===== config.mk =====
export PLATFORM = sky130hd
export DESIGN_NAME = vdp_io_port
export DESIGN_NICKNAME = d
export VERILOG_FILES = /design/src/rtl/vdp_io_port.sv
export SDC_FILE = /design/constraint.sdc
export NUM_CORES = 1
export LEC_CHECK = 0
export BUFFER_PORTS_ARGS = -buffer_cell sky130_fd_sc_hd__clkbuf_2
export CAP_MARGIN = 20
export CORE_MARGIN = 4
export CORE_UTILIZATION = 35
export CTS_CLUSTER_DIAMETER = 30
export DETAILED_ROUTE_END_ITERATION = 12
export GPL_ROUTABILITY_DRIVEN = 0
export PLACE_DENSITY = 0.63
export SETUP_SLACK_MARGIN = 0.02
export SLEW_MARGIN = 20
export SYNTH_ARGS = -nofsm -noshare
export SYNTH_HDL_FRONTEND = slang
export SYNTH_SLANG_ARGS = --single-unit

===== constraint.sdc =====
create_clock -name clk -period 1.9 [get_ports clk]
set_input_delay 0.19 -clock clk [delete_from_list [all_inputs] [get_ports clk]]
set_output_delay 0.19 -clock clk [all_outputs]
set_load 0.02 [all_outputs]

===== src/rtl/vdp_io_port.sv =====
// vdp_io_port: Z80 data/control port decode, VRAM address/code latch, read-ahead buffer and VRAM handshake.
// Build option VDP_IO_STATUS_EN adds the status flags, status reads and the frame interrupt.
module vdp_io_port #(
  parameter int VRAM_AW = 14,
  parameter int CRAM_AW = 5
) (
  input  logic               clk,
  input  logic               reset,
  input  logic [7:0]         addr,
  input  logic [7:0]         data_in,
  output logic [7:0]         data_out,
  output logic               data_oe,
  input  logic               IORQ_L,
  input  logic               RD_L,
  input  logic               WR_L,
  output logic               WAIT_L,
  output logic               vram_req,
  output logic               vram_we,
  output logic [VRAM_AW-1:0] vram_addr,
  output logic [7:0]         vram_wdata,
  input  logic               vram_ack,
  input  logic [7:0]         vram_rdata,
  output logic               reg_we,
  output logic [3:0]         reg_idx,
  output logic [7:0]         reg_data,
  output logic               cram_we,
  output logic [CRAM_AW-1:0] cram_addr,
  output logic [7:0]         cram_wdata,
  input  logic               frame_set,
  input  logic               ovf_set,
  input  logic               col_set,
  output logic               irq_L
);

  typedef enum logic [1:0] {
    IDLE    = 2'd0,
    VREQ_WR = 2'd1,
    VREQ_RD = 2'd2
  } state_t;

  state_t state, next_state;

  logic               iorq_q, rd_q, wr_q;
  logic [2:0]         addr_q;
  logic [7:0]         data_q;
  logic               sel_now, sel_q, serviced, service;
  logic               is_ctrl, is_rd;
  logic [VRAM_AW-1:0] addr_reg, addr_inc, addr_hi_load;
  logic [1:0]         code;
  logic [7:0]         buffer;
  logic               pending;
  logic [7:0]         status_byte;
  logic               unused_addr_bits;

  assign unused_addr_bits = ^addr[5:1];

  // Only the port-select bits and the data/control bit of the address matter.
  assign sel_now = !IORQ_L && (addr[7:6] == 2'b10) && (!RD_L || !WR_L);
  assign sel_q   = !iorq_q && (addr_q[2:1] == 2'b10) && (!rd_q || !wr_q);
  assign service = (state == IDLE) && sel_q && !serviced;
  assign is_ctrl = addr_q[0];
  assign is_rd   = !rd_q;

  assign addr_inc     = addr_reg + VRAM_AW'(1);
  assign addr_hi_load = VRAM_AW'({data_q[5:0], addr_reg[7:0]});

  // Hold the Z80 off until its access has been serviced and any VRAM cycle it started is done.
  assign WAIT_L  = !(sel_now && ((state != IDLE) || !serviced));
  assign data_oe = sel_now && !RD_L;

  assign vram_req   = (state != IDLE);
  assign vram_we    = (state == VREQ_WR);
  assign vram_addr  = addr_reg;
  assign vram_wdata = buffer;

  always_ff @(posedge clk) begin
    if (reset) state <= IDLE;
    else       state <= next_state;
  end

  always_comb begin
    next_state = state;
    case (state)
      IDLE: begin
        if (service) begin
          if (is_ctrl && !is_rd && pending && (data_q[7:6] == 2'b00)) next_state = VREQ_RD;
          else if (!is_ctrl && is_rd)                                next_state = VREQ_RD;
          else if (!is_ctrl && !is_rd && (code != 2'b11))            next_state = VREQ_WR;
        end
      end
      VREQ_WR, VREQ_RD: begin
        if (vram_ack) next_state = IDLE;
      end
      default: next_state = IDLE;
    endcase
  end

  always_ff @(posedge clk) begin
    if (reset) begin
      iorq_q     <= 1'b1;
      rd_q       <= 1'b1;
      wr_q       <= 1'b1;
      addr_q     <= '0;
      data_q     <= '0;
      serviced   <= 1'b0;
      data_out   <= '0;
      addr_reg   <= '0;
      code       <= '0;
      buffer     <= '0;
      pending    <= 1'b0;
      reg_we     <= 1'b0;
      reg_idx    <= '0;
      reg_data   <= '0;
      cram_we    <= 1'b0;
      cram_addr  <= '0;
      cram_wdata <= '0;
    end else begin
      iorq_q  <= IORQ_L;
      rd_q    <= RD_L;
      wr_q    <= WR_L;
      addr_q  <= {addr[7:6], addr[0]};
      data_q  <= data_in;
      reg_we  <= 1'b0;
      cram_we <= 1'b0;

      if (iorq_q)       serviced <= 1'b0;
      else if (service) serviced <= 1'b1;

      if (service) begin
        if (is_ctrl) begin
          if (is_rd) begin
            data_out <= status_byte;
            pending  <= 1'b0;
          end else if (!pending) begin
            addr_reg[7:0] <= data_q;
            pending       <= 1'b1;
          end else begin
            code     <= data_q[7:6];
            addr_reg <= addr_hi_load;
            pending  <= 1'b0;
            if (data_q[7:6] == 2'b10) begin
              reg_we   <= 1'b1;
              reg_idx  <= data_q[3:0];
              reg_data <= addr_reg[7:0];
            end
          end
        end else if (is_rd) begin
          data_out <= buffer;
          pending  <= 1'b0;
        end else begin
          pending <= 1'b0;
          buffer  <= data_q;
          // CRAM writes bypass the arbiter, so the address advances right away.
          if (code == 2'b11) begin
            cram_we    <= 1'b1;
            cram_addr  <= addr_reg[CRAM_AW-1:0];
            cram_wdata <= data_q;
            addr_reg   <= addr_inc;
          end
        end
      end else if ((state != IDLE) && vram_ack) begin
        addr_reg <= addr_inc;
        if (state == VREQ_RD) buffer <= vram_rdata;
      end
    end
  end

`ifdef VDP_IO_STATUS_EN
  logic frame, ovf, col, status_rd;

  assign status_rd = service && is_ctrl && is_rd;

  // A set pulse coinciding with the clearing read wins, so no event is lost.
  always_ff @(posedge clk) begin
    if (reset) begin
      frame <= 1'b0;
      ovf   <= 1'b0;
      col   <= 1'b0;
    end else begin
      frame <= frame_set | (frame & !status_rd);
      ovf   <= ovf_set   | (ovf   & !status_rd);
      col   <= col_set   | (col   & !status_rd);
    end
  end

  assign status_byte = {frame, ovf, col, 5'b00000};
  assign irq_L       = ~frame;
`else
  logic unused_status_inputs;

  assign unused_status_inputs = frame_set ^ ovf_set ^ col_set;
  assign status_byte          = 8'h00;
  assign irq_L                = 1'b1;
`endif

endmodule


=== Word-level counts from Yosys, hierarchy flattened ===
Cells that the tools add are included.

* Bits in registers: 77
* Bits of input ports: 33
* Output and inout bits: 62
* Word-level logic and storage cells: 110

* Add/sub/neg operators: 1
* Equal/unequal tests: 15
* Mux-type cells: 27
* Bitwise logic cells: 4
* Reduce and logical (&&, ||, !) cells: 44

{| class="wikitable"
|+ Operators with widths
! operator !! count
|-
| $mux W14 || 6
|-
| $mux W8 || 9
|-
| $reduce_and A4 Y1 || 5
|-
| $logic_and A1 B1 Y1 || 15
|-
| $add A14 B1 Y14 const B || 1
|-
| $eq A2 B2 Y1 const B || 5
|-
| $mux W2 || 5
|-
| $ne A2 B2 Y1 const B || 5
|-
| $logic_not A1 Y1 || 9
|-
| $mux W6 || 1
|-
| $ne A3 B2 Y1 const B || 2
|-
| $reduce_bool A2 Y1 || 3
|-
| $mux W1 || 5
|-
| $reduce_and A5 Y1 || 1
|-
| $reduce_or A5 Y1 || 1
|-
| $logic_not A2 Y1 || 2
|-
| $ne A4 B1 Y1 const B || 1
|-
| $not A1 Y1 || 4
|-
| $pmux W2 S2 || 1
|-
| $reduce_or A2 Y1 || 2
|-
| $reduce_or A4 Y1 || 1
|-
| $logic_or A1 B1 Y1 || 3
|-
| $ne A3 B3 Y1 const B || 1
|-
| $reduce_and A3 Y1 || 1
|-
| 2 further kinds || 2
|}

=== Depth between registers and ports, before layout ===
Gate-level depths: netlist of the first run.

* Word-level depth: 8
* Gate-level depth with buffers: 10
* Gate-level depth less buffers: 7

=== Worst setup path before layout of the first run ===
Ideal clock, no wire load.

* Kind: register to register
* Start point: register state[0]
* End point: register addr_reg[0], in the netlist vram_addr[0]
* Setup time: 128 ps
* Data arrival time: 1892 ps
* Required time: 1772 ps
* Setup slack: -120 ps
* Cell stages (with the launch flop): 10
* Clock period less this slack: 2020 ps
* Path through: dfxtp_1 -> inv_1 -> ha_1 -> buf_4 -> and3b_1 -> and3_1 -> buf_2 -> a21o_1 -> a221oi_1 -> nor2_1

* Cells in the longest elaborated chain, start to end: 5
* Elaborated cells between the ends (all ways): 11
* Those cells by class: eq/ne (3); mux (1); reduce/logical (7)

{| class="wikitable"
|+ RTL lines
! what !! RTL line !! source
|-
| start, declared || 41 || <nowiki>state_t state, next_state;</nowiki>
|-
| start signal, assigned || 78 || <nowiki>else state <= next_state;</nowiki>
|-
| $logic_not A2 Y1 || 60 || <nowiki>assign service = (state == IDLE) && sel_q && !serviced;</nowiki>
|-
| $logic_and A1 B1 Y1 (2 in series) || 60 ||
|-
| $ne A3 B3 Y1 (no line) (tied with other cells) || n/a ||
|-
| $reduce_and A4 Y1 (no line) || n/a ||
|-
| end signal, assigned || 135 || <nowiki>addr_reg[7:0] <= data_q;</nowiki>
|-
| end signal, assigned || 139 || <nowiki>addr_reg <= addr_hi_load;</nowiki>
|-
| end signal, assigned || 158 || <nowiki>addr_reg <= addr_inc;</nowiki>
|-
| end, declared || 48 || <nowiki>logic [VRAM_AW-1:0] addr_reg, addr_inc, addr_hi_load;</nowiki>
|}

Parallel ways exist; a longest one is shown, timed or not.
A chain may end at the register's enable or synchronous reset.

=== Worst setup path after layout of the first run ===
* Start point: register state[1]
* End point: register addr_reg[9], in the netlist vram_addr[9]

* Cells in the longest elaborated chain, start to end: 5
* Elaborated cells between the ends (all ways): 11
* Those cells by class: eq/ne (3); mux (1); reduce/logical (7)

{| class="wikitable"
|+ RTL lines
! what !! RTL line !! source
|-
| $logic_not A2 Y1 || 60 ||
|-
| $logic_and A1 B1 Y1 (2 in series) || 60 ||
|-
| $ne A3 B2 Y1 (no line) (tied with other cells) || n/a ||
|-
| $reduce_and A4 Y1 (no line) || n/a ||
|-
| end signal, assigned || 139 ||
|-
| end signal, assigned || 158 ||
|-
| end signal, assigned || 162 || <nowiki>addr_reg <= addr_inc;</nowiki>
|}

Parallel ways exist; a longest one is shown, timed or not.

==> metrics.cfg, run 1 <==
[floorplanning]
io_pins = 95
core_area_sq_mm = 0.00928
die_y_microns = 106
rows = 35
die-width_microns = 106
start_util = 0.363
die-area_sq_mm = 0.0112

[pwr]
vdd_drop_max_v = 0.000372
p_per_area_mw_per_mm2 = 697
leakagePower_nw = 1.73

[clock_network]
numCtsBuffers = 9
cts_hold_buffers = 0
insertion_delay_ps = 340
cts_tree = yes
htree_levels = 3
clock-root-buffer = clkbuf_8
clk_pin_slew_ps = 80
cts.sink_count = 77
ctsLongestPathBuffers = 2

[worst_setup_path]
path_cells = inv_2, ha_4, and3b_2, and3_4, buf_4, or3_1, a21o_1, a21oi_1
path_buf_inv = 2
cp-end-kind = flip-flop
crit_path_start_kind = flip-flop
rr_startpoint = state[1]
crit_slowest_cell = dfxtp_2
cp.arrival_ps = 2150
path_delay_family = simple AND/OR/NAND/NOR gates
crit_type = reg2reg
ff2ff_path_depth = 8
r2r_end = vram_addr[9]
crit_fanout = 7
critical_path_required_ps = 2180
ff2ff_setup_slack_ps = 30
critPathMaxStageDelay_ps = 350

[logic_synthesis]
syn_avg_cell_area_sq_um = 8.41
async_flop_share = 0
synthMuxAreaShare = 0.0476
ys_seq_elements = 77
synth_cell_types = 49
synth_flop_cell = dfxtp_1
synth.top_cell.area_share = 0.458
yosysWarnings = 0
synth_area_leaders = dfxtp_1, nand2_1, a21oi_1, mux2i_1, nor2_1
synth_top_family_by_area = simple AND/OR/NAND/NOR gates
syn_area_sq_mm = 0.00337
synth-xor-area-share = 0
yosysTopAreaCell = dfxtp_1
seq_area_frac_synth = 0.458
synthAdderAreaFrac = 0.0149
syn_nets = 437
synth-compound-area-share = 0.167
synthCells = 400
synth_simple_gate_area_frac = 0.264
synth_edf_count = 0

[finish]
drive_gt1_frac = 0.324
syn2layout_area_growth_pct = 32.0
final_cell_mix = clkbuf_2, dfxtp_1, nand2_1
n_antenna_cell = 0
layout_commonest_cell = clkbuf_2
multi_input_area_sq_mm = 0.00177
register_area_sq_mm = 0.00155
nets = 542
fin_area_sq_mm = 0.00444
fill_cells = 944

[grt]
grt_pass1_wl_mm = 15.2
grt_pass1_vias = 3012
grt-ovfl-total = 0
antenna_found_initial = 0
grt_util_all_layers = 0.168
grt_start_max_net_pins = 83

[timing]
finalSetupViolations = 0
rsz0062_at_grt = true
max_freq_ghz = 0.534
fin_worst_skew_ps = 5.60
final.setup.tns_ps = 0
finalCritPeriodShare = 0.985
finalCriticalPeriod_ps = 1870
finalHoldViolations = 0
drv_slew = 0

[worst_hold_path]
hold_depth = 2
worstHoldEndpoint = iorq_q
min_from = IORQ_L
min_path_type = in2reg

[routing]
drc = 0
postRouteAntennaNets = 0
drt-initial-drc-count = 195
avgRoutedWirePerCell_microns = 15.0
dr.pass1.iters = 4
routed_via_density = 5.07
wl_mm = 9.56
via_count = 3242

[status]
outcome = finished clean

[place]
port_buffers = 85
hpwlAfterDp_mm = 6.67
postPlaceCellArea_sq_mm = 0.00410

[run]
drv_cap = 0

## metrics by stage
stage / power [mW] / instances / hold WS [ps] / setup slack (ps) / utilization
final: 3.10 / 639 / 46.2 / 29.1 / 0.478
after global routing: 3.22 / 639 / 38.1 / -29.6 / 0.478
after CTS: 3.13 / 628 / 28.5 / 44.9 / 0.464
after detailed placement: 1.84 / 612 / 397 / 73.5 / 0.441
after global placement: 1.84 / 612 / 393 / 117 / 0.441
after floorplan: 1.77 / 400 / 294 / 20.7 / -
## worst max path at each step
stage	endpoint	slack, ps	depth (start not counted)	from
final	vram_addr[9]	30	8	state[1]
after global routing	vram_addr[9]	-30	8	state[1]
after CTS	state[0]	40	7	state[1]
after detailed placement	state[0]	70	7	state[1]
after global placement	state[0]	120	7	state[1]
after floorplan	cram_addr[1]	20	9	state[0]
## kinds of logic after synthesis
logic type,Yosys count
simple gates,182
compound gates,86
flops,77
buf+inv,34
mux,16
fa+ha+maj,4
other cells,1
## final cells by class
class | count | area share
multi-input cells | 291 | 0.397
clock buffers | 11 | 0.0341
flip-flops and latches | 77 | 0.348
inverters | 4 | 0.00338
clock inverters | 5 | 0.0132
well taps | 129 | 0.0363
repair buffers | 122 | 0.168
## registers in the layout, summed over array words and instances (netlist names), 4 cells and up
name	count
vram_addr	14
cram_wdata	8
data_out	8
data_q	8
reg_data	8
vram_wdata	8
cram_addr	5
reg_idx	4
## metal layers
| metal | up-vias | track usage | share of wire |
|---|---|---|---|
| li1 | 1617 | - | - |
| met1 | 1497 | 0.225 | 0.45 |
| met2 | 116 | 0.257 | 0.46 |
| met3 | 12 | 0.0455 | 0.082 |
| met4 | 0 | 0.0648 | 0.016 |
| met5 | - | 0 | 0 |
## cells in the mapped netlist (3+ instances only)
master and instances:
a311oi_1 9, or2_2 3, a21o_1 5, and4_1 4, o21ai_0 12, nand4_1 7
nor2b_1 19, nor4_1 3, mux2i_1 16, nand2b_1 5, buf_2 8, nand3_1 16
inv_1 3, nor2_1 39, o32ai_1 3, and2_1 3, ha_1 4, nand2_1 66
o31ai_1 3, dfxtp_1 77, nor3_1 5, a21oi_1 36, clkbuf_1 18, a31oi_1 5
## report_power, final
part	total, mW	switching, mW	internal, mW
clock network	1.28	0.601	0.678
logic	0.157	0.0904	0.0663
registers	1.66	0.0278	1.63
## repair_timing
item,in CTS,in global routing
endpoints found under the setup margin,0,27
buffers inserted,0,10
resized for setup,0,12
Note: power is estimated with default switching activity, not from simulation.
==> run 2, diff against run 1 <==
- RECOVER_POWER: not set -> 50
- SETUP_SLACK_MARGIN: 0.02 -> 0.15
==> run 2 against run 1 <==
Via count up 2.5%. Clock power about the same. Sequential power about the same. Combinational power up 11%. Clock skew up 0.70 ps. Register-to-register slack better by 70 ps. Sequential cell count unchanged. Maximum frequency up 4.2%. Clock-buffer cell count unchanged. Die area unchanged. Global-route usage up 0.41 points. Power about the same. Largest cell class unchanged. Highest routed layer unchanged.
==> metrics.cfg, run 2 (synthesis results as in run 1) <==
[routing]
drc = 0
via_count = 3324
drt-initial-drc-count = 167
routed_via_density = 5.15
dr.pass1.iters = 4
avgRoutedWirePerCell_microns = 15.7
postRouteAntennaNets = 0
wl_mm = 10.1

[clock_network]
clk_pin_slew_ps = 80
cts_hold_buffers = 0
cts.sink_count = 77
cts_tree = yes
insertion_delay_ps = 350
htree_levels = 3
ctsLongestPathBuffers = 2
numCtsBuffers = 9
clock-root-buffer = clkbuf_8

[worst_setup_path]
ff2ff_setup_slack_ps = 100
cp-end-kind = flip-flop
critical_path_depth = 9
crit_fanout = 7
path_cells = inv_2, ha_4, and3b_2, nand2_2, nor4b_4, buf_4, buf_12, mux2i_2, nor2_1
crit_start = state[1]
critical_path_required_ps = 2130
ff2ff_path_depth = 9
path_buf_inv = 3
endpoint = cram_addr[0]
r2r_end = cram_addr[0]
crit_slowest_cell = dfxtp_2
critPathMaxStageDelay_ps = 330
cp.arrival_ps = 2030
crit_path_start_kind = flip-flop
rr_startpoint = state[1]
path_delay_family = simple AND/OR/NAND/NOR gates
crit_type = reg2reg

[run]
drv_cap = 0

[floorplanning]
die-area_sq_mm = 0.0112
die_y_microns = 106
die-width_microns = 106
core_area_sq_mm = 0.00928
io_pins = 95
start_util = 0.363
rows = 35

[grt]
grt_util_all_layers = 0.172
antenna_found_initial = 0
grt_pass1_vias = 3063
grt_pass1_wl_mm = 15.5
grt-ovfl-total = 0
grt_start_max_net_pins = 83

[timing]
fin_worst_skew_ps = 6.30
rsz0062_at_grt = true
finalHoldViolations = 0
finalCritPeriodShare = 0.945
max_freq_ghz = 0.557
finalSetupViolations = 0
drv_slew = 0
finalCriticalPeriod_ps = 1800
hold-worst-slack_ps = 29.6
final.setup.tns_ps = 0

[worst_hold_path]
min_path_type = in2reg

[place]
dp_cells = 610
postPlaceCellArea_sq_mm = 0.00409
port_buffers = 85
hpwlAfterDp_mm = 6.57

[finish]
utilization = 0.488
layout_commonest_cell = dfxtp_1
syn2layout_area_growth_pct = 34.6
n_antenna_cell = 0
fin_area_sq_mm = 0.00453
nets = 548
drive_gt1_frac = 0.242
final_cells = 645
final_cell_mix = dfxtp_1, nand2_1, clkbuf_1
largest_reg_flops = 14

[status]
outcome = finished clean

[pwr]
leakagePower_nw = 1.58
p_per_area_mw_per_mm2 = 683
vdd_drop_max_v = 0.000310

-- run 2: cell count changes in the layout (fill, tap and decap cells not counted), sizes merged --
cell    previous run  this run
inv                4         5
buf               38        40
clkbuf            95        97
clkinv             2         1
and3               3         5
-- run 2: worst min-delay path by stage --
stage | from | end | slack (ps) | cells after the start
after floorplan | IORQ_L | iorq_q | 290 | 1
after global placement | IORQ_L | iorq_q | 390 | 2
after detailed placement | IORQ_L | iorq_q | 390 | 2
after CTS | IORQ_L | iorq_q | 10 | 2
after global routing | IORQ_L | iorq_q | 20 | 2
final | IORQ_L | iorq_q | 30 | 2
-- run 2: report_power, final --
| group | leakage (nW) | internal (mW) | switching [mW] |
|---|---|---|---|
| Sequential | 0.626 | 1.63 | 0.0306 |
| Combinational | 0.860 | 0.0755 | 0.0983 |
| Clock | 0.0959 | 0.645 | 0.613 |
-- run 2: what timing repair did --
action | CTS | global route
setup endpoints to repair | 45 | 55
gates resized for setup | 8 | 28
buffers inserted | 5 | 9
pin swaps | 4 | 16
cloned | 3 | 2
-- run 2: per-stage QoR --
step	total power [mW]	setup slack [ps]
floorplan	1.77	22.2
global placement	1.84	69.5
detailed placement	1.84	18.5
CTS	3.12	83.2
global route	3.21	-6.36
finish	3.09	104
-- run 2: metal layers --
metal,GRT usage,part of all wire
met4,0.0666,0.018
met2,0.274,0.47
met1,0.229,0.45
met5,0,0
met3,0.0328,0.060
-- run 2: final cells by class --
class,count,area (sq um)
Fill cell,932,4750
Multi-Input combinational cell,293,1860
Sequential cell,77,1550
Timing Repair Buffer,126,752
Tap cell,129,161
Clock buffer,11,141
Clock inverter,5,58.8
Inverter,4,15.0
-- run 2: worst reg2reg max path: stages, from the launching register on --
cell     delay [ps]
dfxtp_2         330
inv_2            70
ha_4            140
and3b_2         260
nand2_2         100
nor4b_4         210
buf_4           180
buf_12          130
mux2i_2         200
nor2_1           60
==> run 3, diff against run 2 <==
- ABC_AREA: not set -> 1
- PLACE_DENSITY: 0.63 -> 0.62
==> run 3 against run 2 <==
Synthesized area rose by 2.9%. Clock skew rose by 2.4 ps. Sequential power barely moved. Setup slack improved by 120 ps. Core utilization fell by 3.0 points. Global-route usage fell by 0.92 points. Power rose by 12%. Synthesized cell count rose by 19%. Critical path type unchanged.
==> metrics.cfg, run 3 <==
[routing]
via_count = 3380
postRouteAntennaNets = 0
drt-initial-drc-count = 289
drc = 0
wl_mm = 9.55
avgRoutedWirePerCell_microns = 13.2
dr.pass1.iters = 4
routed_via_density = 4.67

[worst_hold_path]
worstHoldEndpoint = data_q[5]
min_from = data_in[5]
min_path_type = in2reg
hold_depth = 3

[finish]
drive_gt1_frac = 0.195
fill_cells = 1001
nets = 622
syn2layout_area_growth_pct = 28.1
multi_input_area_sq_mm = 0.00168
layout_commonest_cell = nand2_1
final_cell_mix = nand2_1, dfxtp_1, nor2_1
n_antenna_cell = 0
utilization = 0.458
largest_reg_flops = 14
register_area_sq_mm = 0.00154

[clock_network]
cts.sink_count = 77
cts_tree = yes
htree_levels = 3
numCtsBuffers = 9
ctsLongestPathBuffers = 2
clock-root-buffer = clkbuf_8
cts_hold_buffers = 0
insertion_delay_ps = 350
clk_pin_slew_ps = 80

[timing]
fin_worst_skew_ps = 8.70
rsz0062_at_grt = true
worstMarginPinSlew_ps = 1010
relSlewSlack = 0.324
max_freq_ghz = 0.597
setup_ws_ps = 224
final.setup.tns_ps = 0
finalHoldViolations = 0
hold-worst-slack_ps = 25.0
finalCriticalPeriod_ps = 1680
drv_slew = 0
finalCritPeriodShare = 0.882
finalSetupViolations = 0

[grt]
grt_pass1_vias = 3216
grt_start_max_net_pins = 48
antenna_found_initial = 0
grt_util_all_layers = 0.162
grt_pass1_wl_mm = 15.1
grt-ovfl-total = 0

[worst_setup_path]
ff2ff_path_depth = 11
cp-end-kind = flip-flop
ff2ff_setup_slack_ps = 220
path_delay_family = simple AND/OR/NAND/NOR gates
cp.arrival_ps = 1930
crit_fanout = 5
r2r_end = vram_addr[11]
critPathMaxStageDelay_ps = 340
path_cells = inv_2, ha_4, buf_6, nand3_4, nor2_8, nand2_4, nor2_4, inv_2, nand2_2, nand2_1, a21oi_2
path_common_cell = inv_2
crit_path_start_kind = flip-flop
crit_type = reg2reg
rr_startpoint = state[1]
crit_slowest_cell = dfxtp_2
critical_path_required_ps = 2160
path_buf_inv = 3

[logic_synthesis]
synth.most_common_cell = nand2_1
synthTopCellsByCount = nand2_1, dfxtp_1, nor2_1
synth.top_cell.area_share = 0.445
syn_area_sq_mm = 0.00346
synth_area_leaders = dfxtp_1, nand2_1, nor2_1, nand3_1, o21ai_0
yosysTopAreaCell = dfxtp_1
synth_cell_types = 31
synth_flop_cell = dfxtp_1
ys_seq_elements = 77
seq_area_frac_synth = 0.445
async_flop_share = 0
synth_edf_count = 0
synthCells = 476
yosysWarnings = 0
syn_avg_cell_area_sq_um = 7.27
syn_nets = 513

[place]
post-place-ws_ps = 36.9
hpwlAfterDp_mm = 7.01
port_buffers = 85

[pwr]
finalPower_mw = 3.45
p_per_area_mw_per_mm2 = 779
vdd_drop_max_v = 0.000325
leakagePower_nw = 1.83

[floorplanning]
core_area_sq_mm = 0.00968
start_util = 0.357
die_y_microns = 107
rows = 36
io_pins = 95
die-width_microns = 107
die-area_sq_mm = 0.0115

[run]
drv_cap = 0

[status]
outcome = finished clean

==> run 3: cell count changes after synthesis, moves of 12 or more <==
cell | before | now
inv_1 | 3 | 50
nand2_1 | 66 | 106
o21ai_0 | 12 | 39
nand3_1 | 16 | 40
nor2_1 | 39 | 60
nor2b_1 | 19 | 0
mux2i_1 | 16 | 0
clkbuf_1 | 18 | 6
==> run 3: what timing repair did <==
item                       in CTS  in global routing
gates cloned                    0                  1
resized for setup              10                 20
pin swaps                       3                  8
setup buffers                   3                  7
setup endpoints to repair      14                 56
==> run 3: final cells by class <==
class                      count  area share
timing repair buffer         116       0.139
clock inverter                 6      0.0251
tap                          133      0.0375
clock buffer                  10      0.0288
inverter                      51      0.0432
sequential                    77       0.348
multi-input combinational    330       0.378
==> run 3: worst max path at each step <==
stage                      start             to  cells past startpoint
global placement        state[0]   vram_addr[2]                     12
detailed placement      state[1]   vram_addr[2]                     12
CTS                     state[1]   vram_addr[2]                     11
finish                  state[1]  vram_addr[11]                     11
global route            state[1]   vram_addr[5]                     11
floorplan           vram_addr[0]  vram_addr[10]                      8
==> run 3: cells by family (layout without fill, tap and decap cells) <==
| logic type | Yosys count | count (layout) | share of synthesized area |
|---|---|---|---|
| AOI/OAI and AO/OA | 87 | 87 | 0.129 |
| adders and majority gates | 4 | 4 | 0.0145 |
| buffers and inverters | 70 | 183 | 0.0871 |
| xor gates and xnor gates | 2 | 2 | 0.00506 |
| and+or+nand+nor | 235 | 236 | 0.318 |
| DFF | 77 | 77 | 0.445 |
| other | 1 | 1 | 0.00108 |
==> run 3: stage by stage <==
| step | cells | cell area (sq um) |
|---|---|---|
| 3_3_place_gp | 696 | 4110 |
| 4_1_cts | 715 | 4400 |
| 2_1_floorplan | 476 | 3460 |
| 3_5_place_dp | 696 | 4110 |
| 5_1_grt | 723 | 4430 |
| 6_report | 723 | 4430 |
==> run 3: power by group <==
part / switching, mW / total [mW] / internal (mW)
Sequential: 0.0372 / 1.68 / 1.64
Clock: 0.600 / 1.47 / 0.873
Combinational: 0.187 / 0.301 / 0.114
Total: 0.824 / 3.45 / 2.63
==> run 3: layer usage <==
metal  routed length [microns]  up-vias  track usage
li1                          -     1741            -
met1                      4440     1533        0.221
met2                      4470       95        0.269
met3                       499       11       0.0222
met4                       141        0       0.0487
met5                         0        -            0
==> run 3: worst reg2reg max path: stages (launching register included) <==
cell	delay, ps
dfxtp_2	340
inv_2	70
ha_4	130
buf_6	110
nand3_4	90
nor2_8	160
nand2_4	100
nor2_4	210
inv_2	60
nand2_2	100
nand2_1	70
a21oi_2	140
